### src/rtl/opl3_pkg.sv
// opl3_pkg: shared OPL3 constants and types.
//   NUM_BANKS / NUM_OPERATORS_PER_BANK : operator array geometry.
//   BANK_NUM_WIDTH / OP_NUM_WIDTH      : index widths for bank and operator.
//   key_evt_t                          : per-operator key flags
//                                        {kon, pend_on, pend_off}.
package opl3_pkg;

    localparam int NUM_BANKS              = 2;
    localparam int NUM_OPERATORS_PER_BANK = 18;
    localparam int BANK_NUM_WIDTH         = $clog2(NUM_BANKS);
    localparam int OP_NUM_WIDTH           = $clog2(NUM_OPERATORS_PER_BANK);

    typedef struct packed {
        logic kon;       // stored key level
        logic pend_on;   // key-on waiting for its slot
        logic pend_off;  // key-off waiting for its slot
    } key_evt_t;

endpackage

### src/rtl/key_event_slot.sv
// key_event_slot: key flag register for one operator.
// Merges a host write and a sweep service hitting the same cycle as
// write(service(current)), so a write is never lost and never emitted in
// the cycle it arrives.
// Ports:
//   clk, rst_n   : clock, asynchronous active-low reset
//   wr_hit       : host key write addressed to this operator
//   wr_val       : requested key level (1 = on)
//   svc_hit      : sweep is servicing this operator this cycle
//   kon          : stored key level
//   on_pulse     : key-on emitted this cycle
//   off_pulse    : key-off emitted this cycle
// Build option OPL3_KEY_OFF_DEFER_EN: when defined, a key-off written while a
// key-on is still pending is queued behind it instead of replacing it.
module key_event_slot
    import opl3_pkg::*;
(
    input  logic clk,
    input  logic rst_n,
    input  logic wr_hit,
    input  logic wr_val,
    input  logic svc_hit,
    output logic kon,
    output logic on_pulse,
    output logic off_pulse
);

    key_evt_t cur;
    key_evt_t nxt;

    always_ff @(posedge clk or negedge rst_n) begin
        if (!rst_n) begin
            cur <= '0;
        end else begin
            cur <= nxt;
        end
    end

    always_comb begin
        // Key-on has priority, so at most one pulse per service.
        on_pulse  = svc_hit & cur.pend_on;
        off_pulse = svc_hit & ~cur.pend_on & cur.pend_off;

        nxt = cur;
        if (on_pulse) begin
            nxt.pend_on = 1'b0;
        end else if (off_pulse) begin
            nxt.pend_off = 1'b0;
        end

        // Write applied on top of the serviced state; same level is a no-op.
        if (wr_hit && (wr_val != cur.kon)) begin
            if (wr_val) begin
                nxt.kon      = 1'b1;
                nxt.pend_on  = 1'b1;
                nxt.pend_off = 1'b0;
            end else begin
                nxt.kon      = 1'b0;
                nxt.pend_off = 1'b1;
`ifdef OPL3_KEY_OFF_DEFER_EN
                // Pending key-on stays queued ahead of this key-off.
`else
                nxt.pend_on  = 1'b0;
`endif
            end
        end
    end

    assign kon = cur.kon;

endmodule

### src/rtl/key_event_gen.sv
// key_event_gen: per-operator key event source for the OPL3 operator
// pipeline. Host key writes are stored as pending events per operator and
// released as single-cycle pulses when the sample sweep reaches that slot.
// Ports:
//   clk, rst_n        : clock, asynchronous active-low reset
//   sample_clk_en     : slot service strobe, qualifies bank_num/op_num
//   bank_num, op_num  : slot being swept
//   key_wr            : host key write strobe (one cycle)
//   key_wr_bank/op    : operator addressed by the write
//   key_wr_val        : requested key level (1 = on)
//   key_on_pulse_p0   : key-on event for the swept slot
//   key_off_pulse_p0  : key-off event for the swept slot
//   key_state_p0      : stored key level of the swept slot
// Build option OPL3_KEY_OFF_DEFER_EN (in key_event_slot): queue a key-off
// behind a still-pending key-on instead of letting the latest event win.
module key_event_gen
    import opl3_pkg::*;
#(
    parameter int NUM_BANKS              = opl3_pkg::NUM_BANKS,
    parameter int NUM_OPERATORS_PER_BANK = opl3_pkg::NUM_OPERATORS_PER_BANK
) (
    input  logic                      clk,
    input  logic                      rst_n,
    input  logic                      sample_clk_en,
    input  logic [BANK_NUM_WIDTH-1:0] bank_num,
    input  logic [OP_NUM_WIDTH-1:0]   op_num,
    input  logic                      key_wr,
    input  logic [BANK_NUM_WIDTH-1:0] key_wr_bank,
    input  logic [OP_NUM_WIDTH-1:0]   key_wr_op,
    input  logic                      key_wr_val,
    output logic                      key_on_pulse_p0,
    output logic                      key_off_pulse_p0,
    output logic                      key_state_p0
);

    localparam int NUM_SLOTS = NUM_BANKS * NUM_OPERATORS_PER_BANK;

    logic [NUM_SLOTS-1:0] on_vec;
    logic [NUM_SLOTS-1:0] off_vec;
    logic [NUM_SLOTS-1:0] state_vec;

    for (genvar b = 0; b < NUM_BANKS; b++) begin : g_bank
        for (genvar o = 0; o < NUM_OPERATORS_PER_BANK; o++) begin : g_op
            logic wr_hit;
            logic svc_hit;
            logic slot_sel;
            logic slot_kon;

            // Out-of-range indices never match any generated slot, so such
            // writes and services fall through without effect.
            assign wr_hit   = key_wr && (int'(key_wr_bank) == b) &&
                              (int'(key_wr_op) == o);
            assign slot_sel = (int'(bank_num) == b) && (int'(op_num) == o);
            assign svc_hit  = sample_clk_en && slot_sel;

            key_event_slot u_slot (
                .clk       (clk),
                .rst_n     (rst_n),
                .wr_hit    (wr_hit),
                .wr_val    (key_wr_val),
                .svc_hit   (svc_hit),
                .kon       (slot_kon),
                .on_pulse  (on_vec[b*NUM_OPERATORS_PER_BANK + o]),
                .off_pulse (off_vec[b*NUM_OPERATORS_PER_BANK + o])
            );

            assign state_vec[b*NUM_OPERATORS_PER_BANK + o] = slot_sel && slot_kon;
        end
    end

    // At most one slot is selected, so OR-reduction acts as the output mux.
    // Pulses are already gated by sample_clk_en inside each slot.
    assign key_on_pulse_p0  = |on_vec;
    assign key_off_pulse_p0 = |off_vec;
    assign key_state_p0     = |state_vec;

endmodule

### config.mk
export PLATFORM = sky130hd
export DESIGN_NAME = key_event_gen
export DESIGN_NICKNAME = d
export VERILOG_FILES = /design/src/rtl/opl3_pkg.sv /design/src/rtl/key_event_slot.sv /design/src/rtl/key_event_gen.sv
export SDC_FILE = /design/constraint.sdc
export NUM_CORES = 1
export LEC_CHECK = 0
export CAP_MARGIN = 20
export CORE_ASPECT_RATIO = 1.1
export CORE_UTILIZATION = 35
export DETAILED_ROUTE_END_ITERATION = 8
export MAX_ROUTING_LAYER = met4
export SYNTH_ARGS = -nofsm -noshare
export SYNTH_HDL_FRONTEND = slang
export SYNTH_SLANG_ARGS = --single-unit
### constraint.sdc
create_clock -name clk -period 4.15 [get_ports clk]
set_clock_uncertainty 0.05 [all_clocks]
set_input_delay 1.245 -clock clk [delete_from_list [all_inputs] [get_ports clk]]
set_output_delay 1.245 -clock clk [all_outputs]
set_load 0.03 [all_outputs]
==> results.json, run 1 <==
{
  "reg2reg_to": "g_bank[0].g_op[8].u_slot.cur[0]$_DFFE_PN0P_",
  "cp.required_ns": 2.85,
  "dr.pass1.iters": 5,
  "grt.met1_usage_pct": 30.1,
  "startpoint_type": "input pin",
  "synth_cell_types": 60,
  "place_ws_ns": -0.530,
  "initial_core_util_pct": 35.7,
  "maxCapViolCount": 0,
  "slew_viol_final": 0,
  "syn_nets": 732,
  "tightestPinTransition_ns": 0.813,
  "wl_per_cell_um": 19.9,
  "setup_viol": 1,
  "syn_inst": 715,
  "grt_setup_unrepaired": "true",
  "power.leakage_nw": 3.19,
  "cts.sinks": 108,
  "cts_buffer_depth": 2,
  "route.vias.total": 6099,
  "cp_cell_sequence": "buf_8 > buf_6 > and4b_1 > buf_6 > nand4b_1 > nand4_1 > nor4_1 > nand4_1 > buf_12",
  "slew_headroom_pct": 45.6,
  "use_met2_pct": 33.6,
  "cts_tree": "done",
  "drc_errors": 0,
  "finalNonFillerCells": 1035,
  "port_buffers": 19,
  "antenna_left": 0,
  "yosys_warnings": 0,
  "grt_most_used_layer": "met2",
  "fin_nets": 804,
  "synth_area_um2": 6580,
  "slowest_stage": "nor4_1",
  "viasPerCell": 5.89,
  "drive_above_1_share_pct": 23.1,
  "crit_arrival_ns": 2.88,
  "synth_edf_count": 0,
  "stdcell_area_um2": 7950,
  "grt_pass1_wl_um": 32500,
  "cts_buffers": 9,
  "coreArea_um2": 18400,
  "place_hpwl_um": 14900,
  "critPathKind": "input pin to primary output",
  "grt_overflow": 0,
  "finalCritPeriodShare_pct": 101,
  "placed_area_um2": 7360,
  "worstPathMaxFanout": 6,
  "h-tree-depth": 3,
  "rrSetupSlack_ns": 2.98,
  "fp-row-count": 52,
  "place_inst": 1003,
  "first_global_vias": 5909,
  "place.gp.congestion": 0.940,
  "grt_max_degree": 53,
  "timing.final.ws_setup_ns": -0.0282,
  "finalHoldViolations": 0,
  "p_per_area_nw_per_um2": 290,
  "synth_area_per_cell_um2": 9.20,
  "gr-usage-met3_pct": 3.94,
  "reg2reg_from": "g_bank[0].g_op[8].u_slot.cur[1]$_DFFE_PN0P_",
  "status": "complete, but fails checks",
  "die_h_um": 146,
  "ys.flop_type": "dfrtp_1",
  "ir_drop_mv": 0.175,
  "die_w_um": 133,
  "grtUsageTotal_pct": 22.7,
  "ys_seq_elements": 108,
  "yosysSeqAreaShare_pct": 41.1,
  "syn_to_final_growth_pct": 20.8,
  "r2r_cells": 3,
  "async_flop_share_pct": 100,
  "routed_wl_um": 20600,
  "grt_antenna_before_repair": 0,
  "num_antenna_cells": 0,
  "cp-end-kind": "primary output",
  "insertion_delay_ns": 0.36,
  "fill_cells": 1776,
  "fmax_ghz": 0.239,
  "min_to": "g_bank[1].g_op[4].u_slot.kon$_DFFE_PN0P_",
  "total_power_w": 0.00231,
  "min_path_cells": 1,
  "cpPeakStageDelay_ns": 0.31,
  "clkSlewWorstSetupHoldPaths_ns": 0.07,
  "drt_iter0_drc": 639,
  "violations": "setup timing",
  "hold_path_class": "register to register",
  "fin_crit_ns": 4.18,
  "clockRootBuffer": "clkbuf_16",
  "io_pins": 20,
  "dieArea_um2": 19400,
  "hp-start": "g_bank[1].g_op[4].u_slot.kon$_DFFE_PN0P_"
}
cells in the mapped netlist, drive strengths merged, types with 8 or more instances:
master / instances / share of area [%]
nand2: 120 / 6.8
dfrtp: 108 / 41
o21ai: 77 / 5.9
nand3: 66 / 5.0
mux2: 37 / 6.3
o21bai: 32 / 3.7
a22oi: 31 / 3.5
a32o: 30 / 4.6
buf: 30 / 3.4
nand4b: 24 / 3.2
nor2: 21 / 1.3
clkbuf: 15 / 0.87
nand4: 15 / 1.4
a21oi: 13 / 0.99
nor3b: 10 / 1.4
nor3: 8 / 1.0
per-layer routing:
layer | up-vias | routed length [um]
met5 | - | 0
met3 | 44 | 1190
met4 | 0 | 663
li1 | 2861 | -
met1 | 3005 | 9330
met2 | 189 | 9380
repair_timing:
item / in CTS / in global routing
gates resized for setup: 52 / 36
buffers inserted: 11 / 4
pin swaps: 17 / 17
hold endpoints to repair: 0 / 0
endpoints found under the setup margin: 3 / 3
hold buffers: 0 / 0
gates cloned: 2 / 2
sequential cells by signal (all words and copies together) (netlist names):
signal and cells:
g_bank.g_op.u_slot.kon 36, g_bank.g_op.u_slot.cur 72
stage by stage:
step | hold WS (ns) | TNS, ns | util, %
detailed placement | 0.503 | -1.53 | 40.0
CTS | 0.521 | -0.157 | 42.5
global route | 0.558 | -0.127 | 43.2
finish | 0.520 | -0.0282 | 43.2
global placement | 0.505 | -1.53 | 40.0
floorplan | 0.418 | 0 | -
worst max-delay path, delay by kind of cell:
kind	cells	cell delay, ns
and+or+nand+nor	5	1.07
buffers and inverters	4	0.56
final cells by class:
type / instances / area (um2) / share of cell area (%)
Timing Repair Buffer: 105 / 897 / 11.3
Tap cell: 243 / 304 / 3.82
Clock inverter: 3 / 21.3 / 0.268
Inverter: 6 / 22.5 / 0.283
Sequential cell: 108 / 2700 / 34.0
Multi-Input combinational cell: 557 / 3740 / 47.1
Clock buffer: 13 / 260 / 3.27
logic make-up after synthesis:
group	Yosys count	share of synthesized area, %
compound gates	221	23.4
mux	43	7.24
simple gates	292	23.7
flops	108	41.1
buf+inv	51	4.62
how the worst max path moves through the flow:
| stage | endpoint | cells past startpoint | startpoint | slack (ns) |
|---|---|---|---|---|
| after floorplan | key_off_pulse_p0 | 8 | op_num[4] | 0.26 |
| after global placement | key_off_pulse_p0 | 8 | op_num[1] | -0.53 |
| after detailed placement | key_off_pulse_p0 | 8 | op_num[2] | -0.53 |
| after CTS | key_off_pulse_p0 | 10 | op_num[1] | -0.12 |
| after global routing | key_off_pulse_p0 | 9 | bank_num | -0.06 |
| final | key_off_pulse_p0 | 9 | bank_num | -0.03 |
report_power, final:
part           switching, W  internal [W]
logic              0.000163      0.000133
clock network      0.000389      0.000441
registers         0.0000780       0.00110
total              0.000630       0.00168
placed cells by master (no fill, tap or decap), types with 5 or more instances in the layout:
cell type	instances
dfrtp_1	108
buf_4	79
nand2_1	118
o22ai_1	5
o21ai_1	22
clkdlybuf4s50_1	7
nand2b_1	6
a32o_1	30
nand4_1	15
a21oi_1	13
o21bai_1	32
mux2_1	10
nor3b_2	7
nor2_1	18
nand4b_1	24
buf_6	10
a22oi_1	30
inv_1	6
nand3_1	63
clkbuf_16	9
o21ai_0	55
mux2_2	27
(Power assumes the default switching activity.)
==> run 2: changes to the inputs <==
CTS_CLUSTER_DIAMETER = 150   (was unset)
==> results of run 2 <==
Final layout, timing and power as in run 1 (identical DEF).
==> run 3: changes to the inputs <==
CORE_MARGIN = 2   (was unset)
==> run 3 against run 2 <==
Net effect:
- the run still ends with setup timing left
- register-to-register slack improved by 0.03 ns
- non-clock buffer count rose by 1
- cell area rose by 0.79%
- maximum frequency fell by 0.47%
- largest power group unchanged
==> results.json, run 3 (synthesis gave the netlist of run 1 again) <==
{
  "status": "complete, but fails checks",
  "violations": "setup timing",
  "reg2reg_from": "g_bank[0].g_op[15].u_slot.cur[1]$_DFFE_PN0P_",
  "cp-end-kind": "primary output",
  "total_power_w": 0.00238,
  "die_w_um": 135,
  "grt_pass1_wl_um": 32600,
  "wl_per_cell_um": 20.0,
  "slew_viol_final": 0,
  "dr.pass1.iters": 5,
  "fin_crit_ns": 4.20,
  "clockRootBuffer": "clkbuf_16",
  "final_common_cell": "nand2_1",
  "h-tree-depth": 3,
  "multiInputGateArea_um2": 3700,
  "hp-start": "g_bank[1].g_op[13].u_slot.kon$_DFFE_PN0P_",
  "maxCapViolCount": 0,
  "mostFrequentLayoutCells": "nand2_1, dfrtp_1, buf_4",
  "cts_buffer_depth": 2,
  "cp_cell_sequence": "clkbuf_4 > buf_4 > and4b_2 > nand4b_1 > nand4_1 > a2111oi_4 > nand4_1 > buf_12",
  "critPathKind": "input pin to primary output",
  "place_inst": 1011,
  "crit_path_frequent_cell": "nand4_1",
  "seq_area_um2": 2700,
  "finalHoldViolations": 0,
  "fp-row-count": 52,
  "cts.sinks": 108,
  "whs_ns": 0.537,
  "place_hpwl_um": 15100,
  "drt_iter0_drc": 560,
  "place.gp.congestion": 0.989,
  "initial_core_util_pct": 35.7,
  "grt_overflow": 0,
  "cpPeakStageDelay_ns": 0.31,
  "route.vias.total": 6112,
  "cts_tree": "done",
  "tightestPinTransition_ns": 0.730,
  "grtUsageTotal_pct": 21.9,
  "fill_cells": 1795,
  "fin_util_pct": 43.5,
  "routed_wl_um": 20800,
  "finalNonFillerCells": 1036,
  "largest-register": "g_bank.g_op.u_slot.cur",
  "drc_errors": 0,
  "slowest_stage": "a2111oi_4",
  "largest_reg_flops": 72,
  "crit_arrival_ns": 2.90,
  "dieArea_um2": 19900,
  "fin_nets": 805,
  "grt_setup_unrepaired": "true",
  "cp-startpoint": "op_num[0]",
  "clkSlewWorstSetupHoldPaths_ns": 0.07,
  "worstPathMaxFanout": 7,
  "startpoint_type": "input pin",
  "grt_max_degree": 60,
  "first_global_vias": 5785,
  "antenna_left": 0,
  "syn_to_final_growth_pct": 21.8,
  "die_h_um": 148,
  "io_pins": 20,
  "grt_antenna_before_repair": 0,
  "insertion_delay_ns": 0.36,
  "slew_headroom_pct": 51.1,
  "ir_drop_mv": 0.186,
  "power.leakage_nw": 3.23,
  "finalCritPeriodShare_pct": 101,
  "cts_buffers": 9,
  "port_buffers": 19,
  "timing.final.ws_setup_ns": -0.0480,
  "coreArea_um2": 18400,
  "num_antenna_cells": 0,
  "fmax_ghz": 0.238,
  "cp.required_ns": 2.85,
  "setup_viol": 1,
  "hold_path_class": "register to register",
  "p_per_area_nw_per_um2": 297,
  "viasPerCell": 5.90,
  "drive_above_1_share_pct": 22.2
}
==> run 3: cell types whose count changed in the layout (fill, tap and decap cells not counted), moves of 2 or more <==
cell and delta:
buf_12 +5, buf_4 -4, and4b_2 +2, clkbuf_8 -2, mux2i_1 +2, mux2i_2 -2, nor2b_1 +2, nor2b_2 -2
==> run 3: where the power goes <==
group | switching, W | internal (W)
Combinational | 0.000163 | 0.000133
Clock | 0.000424 | 0.000475
Sequential | 0.0000807 | 0.00110
==> run 3: cell type report <==
| cell class | instances | share of cell area, % |
|---|---|---|
| repair buffers | 106 | 12.2 |
| clock inverters | 6 | 0.921 |
| inverters | 6 | 0.281 |
| clock buffers | 10 | 2.86 |
| flip-flops and latches | 108 | 33.7 |
| multi-input cells | 557 | 46.2 |
| well taps | 243 | 3.80 |
==> run 3: per-layer routing <==
metal	GRT usage (%)	up-vias	part of all wire [%]
met5	-	-	0
met2	34.9	174	48
met1	29.1	3062	46
met3	3.09	27	4.2
li1	-	2849	-
met4	6.42	0	2.1
==> run 3: per-stage QoR <==
| step | setup TNS, ns | cell area (um2) | setup WS [ns] |
|---|---|---|---|
| after floorplan | 0 | 6580 | 0.259 |
| after global placement | -1.57 | 7470 | -0.560 |
| after detailed placement | -1.51 | 7470 | -0.568 |
| after CTS | -0.0764 | 7910 | -0.0764 |
| after global routing | -0.137 | 8010 | -0.0969 |
| final | -0.0480 | 8010 | -0.0480 |
==> run 3: timing repair <==
item / 4_1_cts / 5_1_grt
pin swaps: 16 / 18
gates resized for setup: 59 / 16
endpoints found under the setup margin: 3 / 3
cloned: 2 / 1
buffers inserted: 6 / 2
hold buffers: 0 / 0
==> run 3: path summary, 6_finish.rpt <==
path                                                                     end  slack [ns]  cells after the start
worst max register to register  g_bank[0].g_op[15].u_slot.cur[0]$_DFFE_PN0P_        3.01                      3
max in group asynchronous          g_bank[0].g_op[13].u_slot.kon$_DFFE_PN0P_        2.44                      2
worst max-delay path                                        key_off_pulse_p0       -0.05                      8
worst min register to register     g_bank[1].g_op[13].u_slot.kon$_DFFE_PN0P_        0.54                      1
min in group asynchronous          g_bank[1].g_op[15].u_slot.kon$_DFFE_PN0P_        0.85                      1
worst min-delay path               g_bank[1].g_op[13].u_slot.kon$_DFFE_PN0P_        0.54                      1
==> run 3: worst max-delay path, delay by kind of cell <==
family / cells / cell delay, ns
AO/OA/AOI/OAI: 1 / 0.31
buffers and inverters: 3 / 0.53
AND/OR/NAND/NOR: 4 / 0.81
